`src/rtl/multi_alarm_clock.sv`:
```
// multi_alarm_clock: time-of-week keeper with NALM armed alarm slots and a
// ringer state machine (ring, snooze, auto-timeout). Binary field values are
// driven to external two-digit 7-segment drivers.
module multi_alarm_clock #(
    parameter int NS         = 60,
    parameter int NM         = 60,
    parameter int NH         = 24,
    parameter int ND         = 7,
    parameter int NALM       = 4,
    parameter int SNOOZE_SEC = 540,
    parameter int RING_SEC   = 60,
    localparam int SW        = (NALM > 1) ? $clog2(NALM) : 1
) (
    input  logic            clk,
    input  logic            rst,
    input  logic            tick,
    input  logic            timeset,
    input  logic            alarmset,
    input  logic            minadv,
    input  logic            hrsadv,
    input  logic            dayadv,
    input  logic [SW-1:0]   sel,
    input  logic [NALM-1:0] alarm_en,
    input  logic            snooze,
    input  logic            stop,
    output logic [6:0]      disp_sec,
    output logic [6:0]      disp_min,
    output logic [6:0]      disp_hrs,
    output logic [6:0]      disp_day,
    output logic            buzz,
    output logic [SW-1:0]   ring_id
);

    localparam int RCW = $clog2(RING_SEC + 1);
    localparam int SCW = $clog2(SNOOZE_SEC + 1);

    localparam logic [6:0]     SEC_MAX  = 7'(NS - 1);
    localparam logic [6:0]     MIN_MAX  = 7'(NM - 1);
    localparam logic [6:0]     HRS_MAX  = 7'(NH - 1);
    localparam logic [6:0]     DAY_MAX  = 7'(ND - 1);
    localparam logic [RCW-1:0] RING_MAX = RCW'(RING_SEC - 1);
    localparam logic [SCW-1:0] SNZ_LOAD = SCW'(SNOOZE_SEC - 1);

    typedef enum logic [1:0] {
        ST_IDLE   = 2'd0,
        ST_RING   = 2'd1,
        ST_SNOOZE = 2'd2
    } state_t;

    // Modular increment shared by every time and alarm field.
    function automatic logic [6:0] inc_wrap(input logic [6:0] v, input logic [6:0] vmax);
        return (v == vmax) ? 7'd0 : v + 7'd1;
    endfunction

    logic [6:0] r_sec, r_min, r_hrs, r_day;
    logic [6:0] r_alm_min [NALM];
    logic [6:0] r_alm_hrs [NALM];
    logic [6:0] r_alm_day [NALM];
    logic       r_wrap;

    state_t         r_state,    w_state_nx;
    logic [SW-1:0]  r_ring_id,  w_ring_id_nx;
    logic [RCW-1:0] r_ring_cnt, w_ring_cnt_nx;
    logic [SCW-1:0] r_snz_cnt,  w_snz_cnt_nx;

    logic          w_alm_wr;
    logic          w_alm_view;
    logic          w_match;
    logic [SW-1:0] w_match_id;
    logic          w_ring_armed;

    assign w_alm_wr   = tick & alarmset & ~timeset & (32'(sel) < NALM);
    assign w_alm_view = alarmset & ~timeset;

    // Timekeeping with carry on normal ticks; carry-free field advance in time-set mode.
    always_ff @(posedge clk) begin
        // NOTE: sequential state uses non-blocking (<=) so every register samples
        // pre-edge values; blocking here would create order-dependent races.
        if (rst) begin
            r_sec <= '0;
            r_min <= '0;
            r_hrs <= '0;
            r_day <= '0;
        end else if (tick) begin
            if (!timeset) begin
                r_sec <= inc_wrap(r_sec, SEC_MAX);
                if (r_sec == SEC_MAX) begin
                    r_min <= inc_wrap(r_min, MIN_MAX);
                    if (r_min == MIN_MAX) begin
                        r_hrs <= inc_wrap(r_hrs, HRS_MAX);
                        if (r_hrs == HRS_MAX) begin
                            r_day <= inc_wrap(r_day, DAY_MAX);
                        end
                    end
                end
            end else begin
                if (minadv) r_min <= inc_wrap(r_min, MIN_MAX);
                if (hrsadv) r_hrs <= inc_wrap(r_hrs, HRS_MAX);
                if (dayadv) r_day <= inc_wrap(r_day, DAY_MAX);
            end
        end
    end

    // Alarm slot storage; only the selected slot advances during alarm set.
    always_ff @(posedge clk) begin
        // NOTE: the slot array is reset on purpose: every slot must read 00:00
        // day 0 after reset, so this is not left as an unreset memory.
        if (rst) begin
            for (int i = 0; i < NALM; i++) begin
                r_alm_min[i] <= '0;
                r_alm_hrs[i] <= '0;
                r_alm_day[i] <= '0;
            end
        end else if (w_alm_wr) begin
            for (int i = 0; i < NALM; i++) begin
                if (SW'(i) == sel) begin
                    if (minadv) r_alm_min[i] <= inc_wrap(r_alm_min[i], MIN_MAX);
                    if (hrsadv) r_alm_hrs[i] <= inc_wrap(r_alm_hrs[i], HRS_MAX);
                    if (dayadv) r_alm_day[i] <= inc_wrap(r_alm_day[i], DAY_MAX);
                end
            end
        end
    end

    // One-cycle flag marking a natural seconds rollover (never from manual set).
    always_ff @(posedge clk) begin
        if (rst) r_wrap <= 1'b0;
        else     r_wrap <= tick & ~timeset & (r_sec == SEC_MAX);
    end

    // Alarm compare; scanning downwards lets the lowest matching slot win.
    always_comb begin
        // NOTE: every always_comb output gets a default first so no path leaves it
        // unassigned, which would otherwise infer a latch.
        w_match    = 1'b0;
        w_match_id = '0;
        for (int i = NALM - 1; i >= 0; i--) begin
            if (r_wrap && (r_sec == 7'd0) && alarm_en[i] &&
                (r_min == r_alm_min[i]) && (r_hrs == r_alm_hrs[i]) &&
                (r_day == r_alm_day[i])) begin
                w_match    = 1'b1;
                w_match_id = SW'(i);
            end
        end
    end

    // Arm bit of the slot currently ringing or snoozed.
    always_comb begin
        w_ring_armed = 1'b0;
        for (int i = 0; i < NALM; i++) begin
            if (SW'(i) == r_ring_id) w_ring_armed = alarm_en[i];
        end
    end

    // Ringer state and counters.
    always_ff @(posedge clk) begin
        if (rst) begin
            r_state    <= ST_IDLE;
            r_ring_id  <= '0;
            r_ring_cnt <= '0;
            r_snz_cnt  <= '0;
        end else begin
            r_state    <= w_state_nx;
            r_ring_id  <= w_ring_id_nx;
            r_ring_cnt <= w_ring_cnt_nx;
            r_snz_cnt  <= w_snz_cnt_nx;
        end
    end

    // Ringer next state: stop/disarm beats snooze, snooze beats the tick count.
    always_comb begin
        w_state_nx    = r_state;
        w_ring_id_nx  = r_ring_id;
        w_ring_cnt_nx = r_ring_cnt;
        w_snz_cnt_nx  = r_snz_cnt;
        case (r_state)
            ST_IDLE: begin
                if (w_match) begin
                    w_state_nx    = ST_RING;
                    w_ring_id_nx  = w_match_id;
                    w_ring_cnt_nx = '0;
                end
            end
            ST_RING: begin
                if (stop || !w_ring_armed) begin
                    w_state_nx = ST_IDLE;
                end else if (snooze) begin
                    w_state_nx   = ST_SNOOZE;
                    w_snz_cnt_nx = SNZ_LOAD;
                end else if (tick) begin
                    if (r_ring_cnt == RING_MAX) w_state_nx = ST_IDLE;
                    else                        w_ring_cnt_nx = r_ring_cnt + RCW'(1);
                end
            end
            ST_SNOOZE: begin
                if (stop || !w_ring_armed) begin
                    w_state_nx = ST_IDLE;
                end else if (tick) begin
                    if (r_snz_cnt == '0) begin
                        w_state_nx    = ST_RING;
                        w_ring_cnt_nx = '0;
                    end else begin
                        w_snz_cnt_nx = r_snz_cnt - SCW'(1);
                    end
                end
            end
            default: w_state_nx = ST_IDLE;
        endcase
    end

    // Display mux: alarm-set view shows the selected slot, seconds always show time.
    always_comb begin
        disp_sec = r_sec;
        disp_min = r_min;
        disp_hrs = r_hrs;
        disp_day = r_day;
        if (w_alm_view) begin
            disp_min = '0;
            disp_hrs = '0;
            disp_day = '0;
            for (int i = 0; i < NALM; i++) begin
                if (SW'(i) == sel) begin
                    disp_min = r_alm_min[i];
                    disp_hrs = r_alm_hrs[i];
                    disp_day = r_alm_day[i];
                end
            end
        end
    end

    assign buzz    = (r_state == ST_RING);
    assign ring_id = r_ring_id;

endmodule

```
`config.mk`:
```
export PLATFORM = sky130hd
export DESIGN_NAME = multi_alarm_clock
export DESIGN_NICKNAME = d
export VERILOG_FILES = /design/src/rtl/multi_alarm_clock.sv
export SDC_FILE = /design/constraint.sdc
export NUM_CORES = 1
export LEC_CHECK = 0
export CAP_MARGIN = 20
export CORE_MARGIN = 2
export CORE_UTILIZATION = 50
export DETAILED_ROUTE_END_ITERATION = 6
export MAX_ROUTING_LAYER = met4
export PLACE_DENSITY = 0.67
export SLEW_MARGIN = 20
export SYNTH_ARGS = -nofsm -noshare
export SYNTH_HDL_FRONTEND = slang
export SYNTH_SLANG_ARGS = --single-unit
```
`constraint.sdc`:
```
create_clock -name clk -period 3.2 [get_ports clk]
set_input_delay 0.8 -clock clk [delete_from_list [all_inputs] [get_ports clk]]
set_output_delay 0.8 -clock clk [all_outputs]
set_load 0.05 [all_outputs]
```
==> metrics.txt, run 1 <==
total grt overflow 0; vias in the first global route 6,815; CTS Hold Bufs 0; cts bufs inserted 17; post-synth net total 896; asr flop ratio synth 0; sequential share of power 0.460; Clock Latency Late Sink 0.43 ns; global-route wire length before repair between 30,000 and 40,000 um; post-synthesis sequential area ratio 0.411; Row Count 47; Max rail drop VDD roughly 0.36 mV; startpoint types primary input; nets around 950; Post-synth EDFFs 84; final worst-path cycle share 0.986; GP Congestion 0.928; Final setup viols 0; Int Pwr 3.17 mW; number of max-cap violations 0; fmax 317 MHz; final wirelength 23,500 um; Comb pwr share 0.101; CTS root buf clkbuf_16; switching part of the total 0.259; metal2 WL roughly 11,000 um; Syn Std Cell Area 0.00852 mm^2; cells after synthesis 856; leakage power 3.85 nW; chip width 135 um; Met3 Routed Length 1740 um; vias per cell 6.01; Area growth, synth to finish 16.5%; Die Area roughly 0.018 mm^2; CTS tree yes; slew margin rel. 0.313; Final Hold Fails 0; vias 6,851; CP Capture Type output port; Clock Path Buffers 2; crit path DAT approximately 2.4 ns; layout cells sized above 1 0.164; CORE AREA 0.0166 mm^2; top cells by count, synth nor2_1 (136), xor2_1 (104), edfxtp_1 (84); Synth top area share 0.296; outcome finished clean; HPWL after DPL 17,100 um; top-level I/O count 47; largest net degree at the start of global routing 24; min cycle time layout 3.16 ns; placed cell areas 0.00929 mm^2; H-tree depth 4; kind of critical path primary input to output port; initial antenna violation count 0; Min-Delay Path Class register to register; Initial DRC Count 566; crit-path max FO 7; Netlist cell types 58; hold slack between 0.4 and 0.5 ns; total track usage 0.278; leading area contributor after synthesis edfxtp_1; syn_area_per_cell 9.95 um^2; RSZ-0062 raised after global routing no; routed length per instance 20.7 um; drt drc 0; Main synth FF type edfxtp_1; antenna cell count 0; WP data required 2.40 ns; net switching power 1.11 mW; # port buffers 46; worst slew pin tran 1.01 ns; DRT Pass-1 Iters 5; wire length on met1 9750 um; Pwr per Cell Area 431 mW/mm^2; Finished Cell Area 0.00993 mm^2; top-count cell post-synth nor2_1; initial core utilization 0.512; Slew Limit Fails 0; remaining antenna violation count after routing 0; Clock transition at path regs about 0.060 ns; synth warn 0; die height 135 um; top post-synthesis cells by area edfxtp_1 (30%), dfxtp_1 (12%), xor2_1 (11%), xnor2_1 (7.0%), nor2_1 (6.0%); clock skew 0.00617 ns; # clock sinks roughly 130; Clock power frac 0.439; uppermost layer routed met4; #FFs+latches synth 133
[worst paths after layout]
kind	from	end	slack (ns)	cells after the start
worst min-delay path	r_ring_cnt[4]	r_ring_cnt[4]	0.49	2
worst min register to register	r_ring_cnt[4]	r_ring_cnt[4]	0.49	2
worst max-delay path	sel[1]	disp_day[3]	0.04	5
worst max register to register	r_hrs[4]	r_ring_cnt[5]	0.44	7
[layout by cell type (no fill, tap or decap), types with 3 or more instances in the layout]
cell             synthesis  layout
a211oi_1                 5       5
a21oi_1                 14      14
a31oi_1                  5       5
and2_1                   7       7
and3_1                  15      15
and4_1                   4       4
buf_12                   0       3
buf_4                    0      51
clkbuf_16                0      19
clkdlybuf4s50_1          0      23
clkinv_2                 0       5
dfxtp_1                 49      49
edfxtp_1                84      84
ha_1                    24      24
inv_1                   27      27
inv_4                    0       4
mux2_2                  19      19
mux2i_1                  4       4
mux4_2                  22      22
nand2_1                 33      33
nand2b_1                 5       5
nand3_1                 48      48
nand4_1                 18      18
nor2_1                 136     136
nor2b_1                  5       4
nor3_1                  10      10
nor4_1                  19      19
nor4b_1                  5       5
o21ai_0                 19      19
o311ai_1                 7       7
o31ai_1                  8       8
or3_1                    5       5
or3_2                    6       6
xnor2_1                 68      68
xor2_1                 104     104
[power groups by stage]
stage	sequential (mW)	combinational, mW	clock [mW]
2_1_floorplan	1.95	0.291	0
3_3_place_gp	2.00	0.406	0
3_5_place_dp	2.00	0.414	0
4_1_cts	1.96	0.431	1.89
5_1_grt	1.97	0.461	1.97
6_report	1.97	0.432	1.88
[worst max-delay path, stage by stage]
cell and delay (ns):
clkdlybuf4s15_1 0.29, bufbuf_16 0.32, mux4_2 0.48, mux2_2 0.27, buf_4 0.19
[per-stage QoR]
stage / worst slack, ns / total power [mW] / utilization / instances / TNS [ns]
after floorplan: -0.183 / 2.25 / - / 856 / -0.366
after global placement: -0.0981 / 2.40 / 0.558 / 1105 / -1.42
after detailed placement: -0.140 / 2.41 / 0.558 / 1105 / -1.83
after CTS: 0.0260 / 4.29 / 0.596 / 1140 / 0
after global routing: 0.0105 / 4.40 / 0.596 / 1140 / 0
final: 0.0440 / 4.28 / 0.596 / 1140 / 0
[state kept, by name, summed over array words and instances (netlist names)]
signal and cells:
r_ring_cnt 6, r_day 7, r_min 7, r_state 2, r_hrs 7, r_alm_day 28, ring_id 2, r_alm_hrs 28
r_snz_cnt 10, r_wrap 1, r_alm_min 28, disp_sec 7
[cell families after synthesis]
family,count (synthesis),share of synthesized area
and+or+nand+nor,333,0.196
xor gates and xnor gates,172,0.177
DFF,133,0.411
buffers and inverters,77,0.0353
AOI/OAI and AO/OA,72,0.0579
muxes,45,0.0880
adders and majority gates,24,0.0353
[metal layers]
metal  vias up  track usage
met1      3346        0.353
met5         -            -
li1       3134            -
met3        72       0.0526
met4         0        0.129
met2       299        0.433
[final cells by class]
cell class | count | area (um^2)
flip-flops and latches | 133 | 3500
clock inverters | 11 | 67.6
multi-input cells | 646 | 4720
clock buffers | 21 | 493
inverters | 27 | 101
well taps | 220 | 275
repair buffers | 82 | 768
fillers | 1375 | 6720
[repair_timing]
item	4_1_cts	5_1_grt
setup buffers	1	0
endpoints found under the setup margin	20	2
pin swaps	0	0
resized for setup	3	1
cloned	2	0
(Power assumes the default switching activity.)
==> inputs of run 2 (changes only) <==
--- a/config.mk
+++ b/config.mk
@@ -5,12 +5,13 @@
 export SDC_FILE = /design/constraint.sdc
 export NUM_CORES = 1
 export LEC_CHECK = 0
+export ABC_AREA = 1
 export CAP_MARGIN = 20
 export CORE_MARGIN = 2
 export CORE_UTILIZATION = 50
 export DETAILED_ROUTE_END_ITERATION = 6
 export MAX_ROUTING_LAYER = met4
-export PLACE_DENSITY = 0.67
+export PLACE_DENSITY = 0.66
 export SLEW_MARGIN = 20
 export SYNTH_ARGS = -nofsm -noshare
 export SYNTH_HDL_FRONTEND = slang
==> constraint.sdc (replaced) <==
create_clock -name clk -period 3.2 [get_ports clk]
set_input_delay 0.8 -clock clk [delete_from_list [all_inputs] [get_ports clk]]
set_output_delay 0.8 -clock clk [all_outputs]
set_load 0.005 [all_outputs]
==> metrics.txt, run 2 <==
total track usage 0.311; switching part of the total 0.268; startpoint types primary input; crit-path cells clkdlybuf4s50_1 > inv_1 > nor2_1 > buf_4 > buf_8 > o21ai_0 > a211oi_1 > a21oi_1 > dlygate4sd2_1; H-tree depth 4; top post-synthesis cells by area edfxtp_1 (28%), nand2_1 (13%), dfxtp_1 (11%), nor2_1 (7.9%), inv_1 (6.3%); final worst-path cycle share 0.975; CTS root buf clkbuf_16; WP data required 2.40 ns; cts bufs inserted 17; routed length per instance 18.1 um; nets approximately 1,400; die height 138 um; Main synth FF type edfxtp_1; commonest cells after routing, fill and taps aside nand2_1 (314), nor2_1 (187), inv_1 (150); kind of critical path primary input to output port; worst slew pin tran 1.03 ns; post-synthesis sequential area ratio 0.390; RSZ-0062 raised after global routing yes; top-level I/O count 47; vias per cell 5.68; Final setup viols 0; post-synth net total 1,307; CTS tree yes; chip width approximately 140 um; Met3 Routed Length 2910 um; drt drc 0; Fillers about 1,700; final worst-path setup slack 0.0796 ns; crit path DAT 2.32 ns; top cells by count, synth nand2_1 (314), nor2_1 (189), inv_1 (150); pre-CTS WS -0.395 ns; leading area contributor after synthesis edfxtp_1; metal2 WL about 12,000 um; largest registers r_alm_day (28), r_alm_hrs (28), r_alm_min (28); Max rail drop VDD 0.370 mV; antenna cell count 0; Clock power frac 0.441; Netlist cell types 46; syn_area_per_cell 7.09 um^2; worst stage delay on the critical path 0.45 ns; Inst Count DP 1,554; crit-path leading delay family buffers and inverters; asr flop ratio synth 0; Syn Std Cell Area 0.00899 mm^2; Buffers & Inverters on Critical Path 5; multi-input logic area roughly 0.0047 mm^2; Min-Delay Path Class register to register; leakage power 4.42 nW; synth warn 0; sequential share of power 0.455; final core utilization 0.593; cells after synthesis 1,267; Initial DRC Count between 1,000 and 1,500; uppermost layer routed met4; wire length on met1 12,300 um; Area growth, synth to finish 17.4%; hold slack between 0.4 and 0.5 ns; #FFs+latches synth between 100 and 150; net switching power 1.15 mW; GP Congestion a little over 1; Clock Path Buffers 2; Synth top area share 0.281; CORE AREA 0.0178 mm^2; # port buffers 46; top-count cell post-synth nand2_1; crit-path max FO 11; clock skew 0.00835 ns; commonest non-fill, non-tap cell in the layout nand2_1; total grt overflow 0; fmax roughly 320 MHz; min cycle time layout between 3 and 4 ns; Final Hold Fails 0; slowest cell on the critical path clkdlybuf4s50_1; Post-synth EDFFs 84; Die Area ~0.019 mm^2; Reg area 0.00350 mm^2; final wirelength 28,700 um; vias between 9,000 and 10,000; HPWL after DPL between 20,000 and 25,000 um; Int Pwr 3.14 mW; final non-filler cell total ~1,600; global-route wire length before repair 45,400 um; DRT Pass-1 Iters 6; # clock sinks 133; Slew Limit Fails 0; Pwr per Cell Area 407 mW/mm^2; outcome finished clean; layout cells sized above 1 0.101; CP Capture Type output port; initial core utilization 0.505; vias in the first global route 8,470; number of max-cap violations 0; remaining antenna violation count after routing 0; initial antenna violation count 0; Clock transition at path regs roughly 0.06 ns; Clock Latency Late Sink 0.43 ns; largest net degree at the start of global routing 24; Row Count a little under 50; Comb pwr share 0.104; slew margin rel. 0.302
## run 2: per-layer routing
metal  up-vias  global-route usage
li1       4344                   -
met1      4101               0.431
met2       491               0.444
met3        76              0.0558
met4         0               0.147
met5         -                   -
## run 2: final timing paths
path / startpoint / end / slack (ns) / cells past startpoint
hold / removal: r_ring_cnt[0] / r_ring_cnt[0] / 0.49 / 2
setup reg to reg: r_min[6] / r_ring_cnt[3] / 0.78 / 13
hold reg to reg: r_ring_cnt[0] / r_ring_cnt[0] / 0.49 / 2
setup / recovery: alarmset / disp_hrs[3] / 0.08 / 9
## run 2: final cells by class
| cell class | count | area share |
|---|---|---|
| multi-input cells | 931 | 0.447 |
| flip-flops and latches | 133 | 0.332 |
| repair buffers | 89 | 0.0785 |
| inverters | 173 | 0.0617 |
| clock buffers | 22 | 0.0470 |
| well taps | 229 | 0.0272 |
| clock inverters | 10 | 0.00640 |
## run 2: what timing repair did
| action | in CTS | in global routing |
|---|---|---|
| pin swaps | 3 | 8 |
| setup buffers | 0 | 1 |
| gates resized for setup | 36 | 15 |
| hold buffers | 0 | 0 |
| setup endpoints to repair | 21 | 13 |
## run 2: cell families (layout without fill, tap and decap cells)
| kind of cell | Yosys count | after routing | share of synthesized area |
|---|---|---|---|
| simple gates | 668 | 668 | 0.320 |
| buf+inv | 203 | 294 | 0.0891 |
| compound gates | 196 | 196 | 0.126 |
| flops | 133 | 133 | 0.390 |
| xor+xnor | 43 | 43 | 0.0419 |
| fa+ha+maj | 24 | 24 | 0.0334 |
## run 2: metrics by stage
stage | TNS (ns) | instance area [um^2] | power (mW)
floorplan | 0 | 8990 | 2.20
global placement | -6.80 | 9960 | 2.42
detailed placement | -6.81 | 9960 | 2.42
CTS | -0.137 | 10500 | 4.30
global route | -0.0598 | 10500 | 4.42
finish | 0 | 10500 | 4.29
## run 2: worst register-to-register path: cells and delay by family, from the launching register on
| kind | cells | cell delay, ns |
|---|---|---|
| flip-flops | 1 | 0.57 |
| AO/OA/AOI/OAI | 1 | 0.06 |
| buffers and inverters | 1 | 0.23 |
| AND/OR/NAND/NOR | 11 | 1.44 |
## run 2: power groups by stage
stage | Combinational (mW) | Sequential, mW | Clock, mW
3_5_place_dp | 0.440 | 1.98 | 0
4_1_cts | 0.436 | 1.95 | 1.92
3_3_place_gp | 0.440 | 1.98 | 0
2_1_floorplan | 0.249 | 1.95 | 0
6_report | 0.447 | 1.95 | 1.89
5_1_grt | 0.490 | 1.96 | 1.97
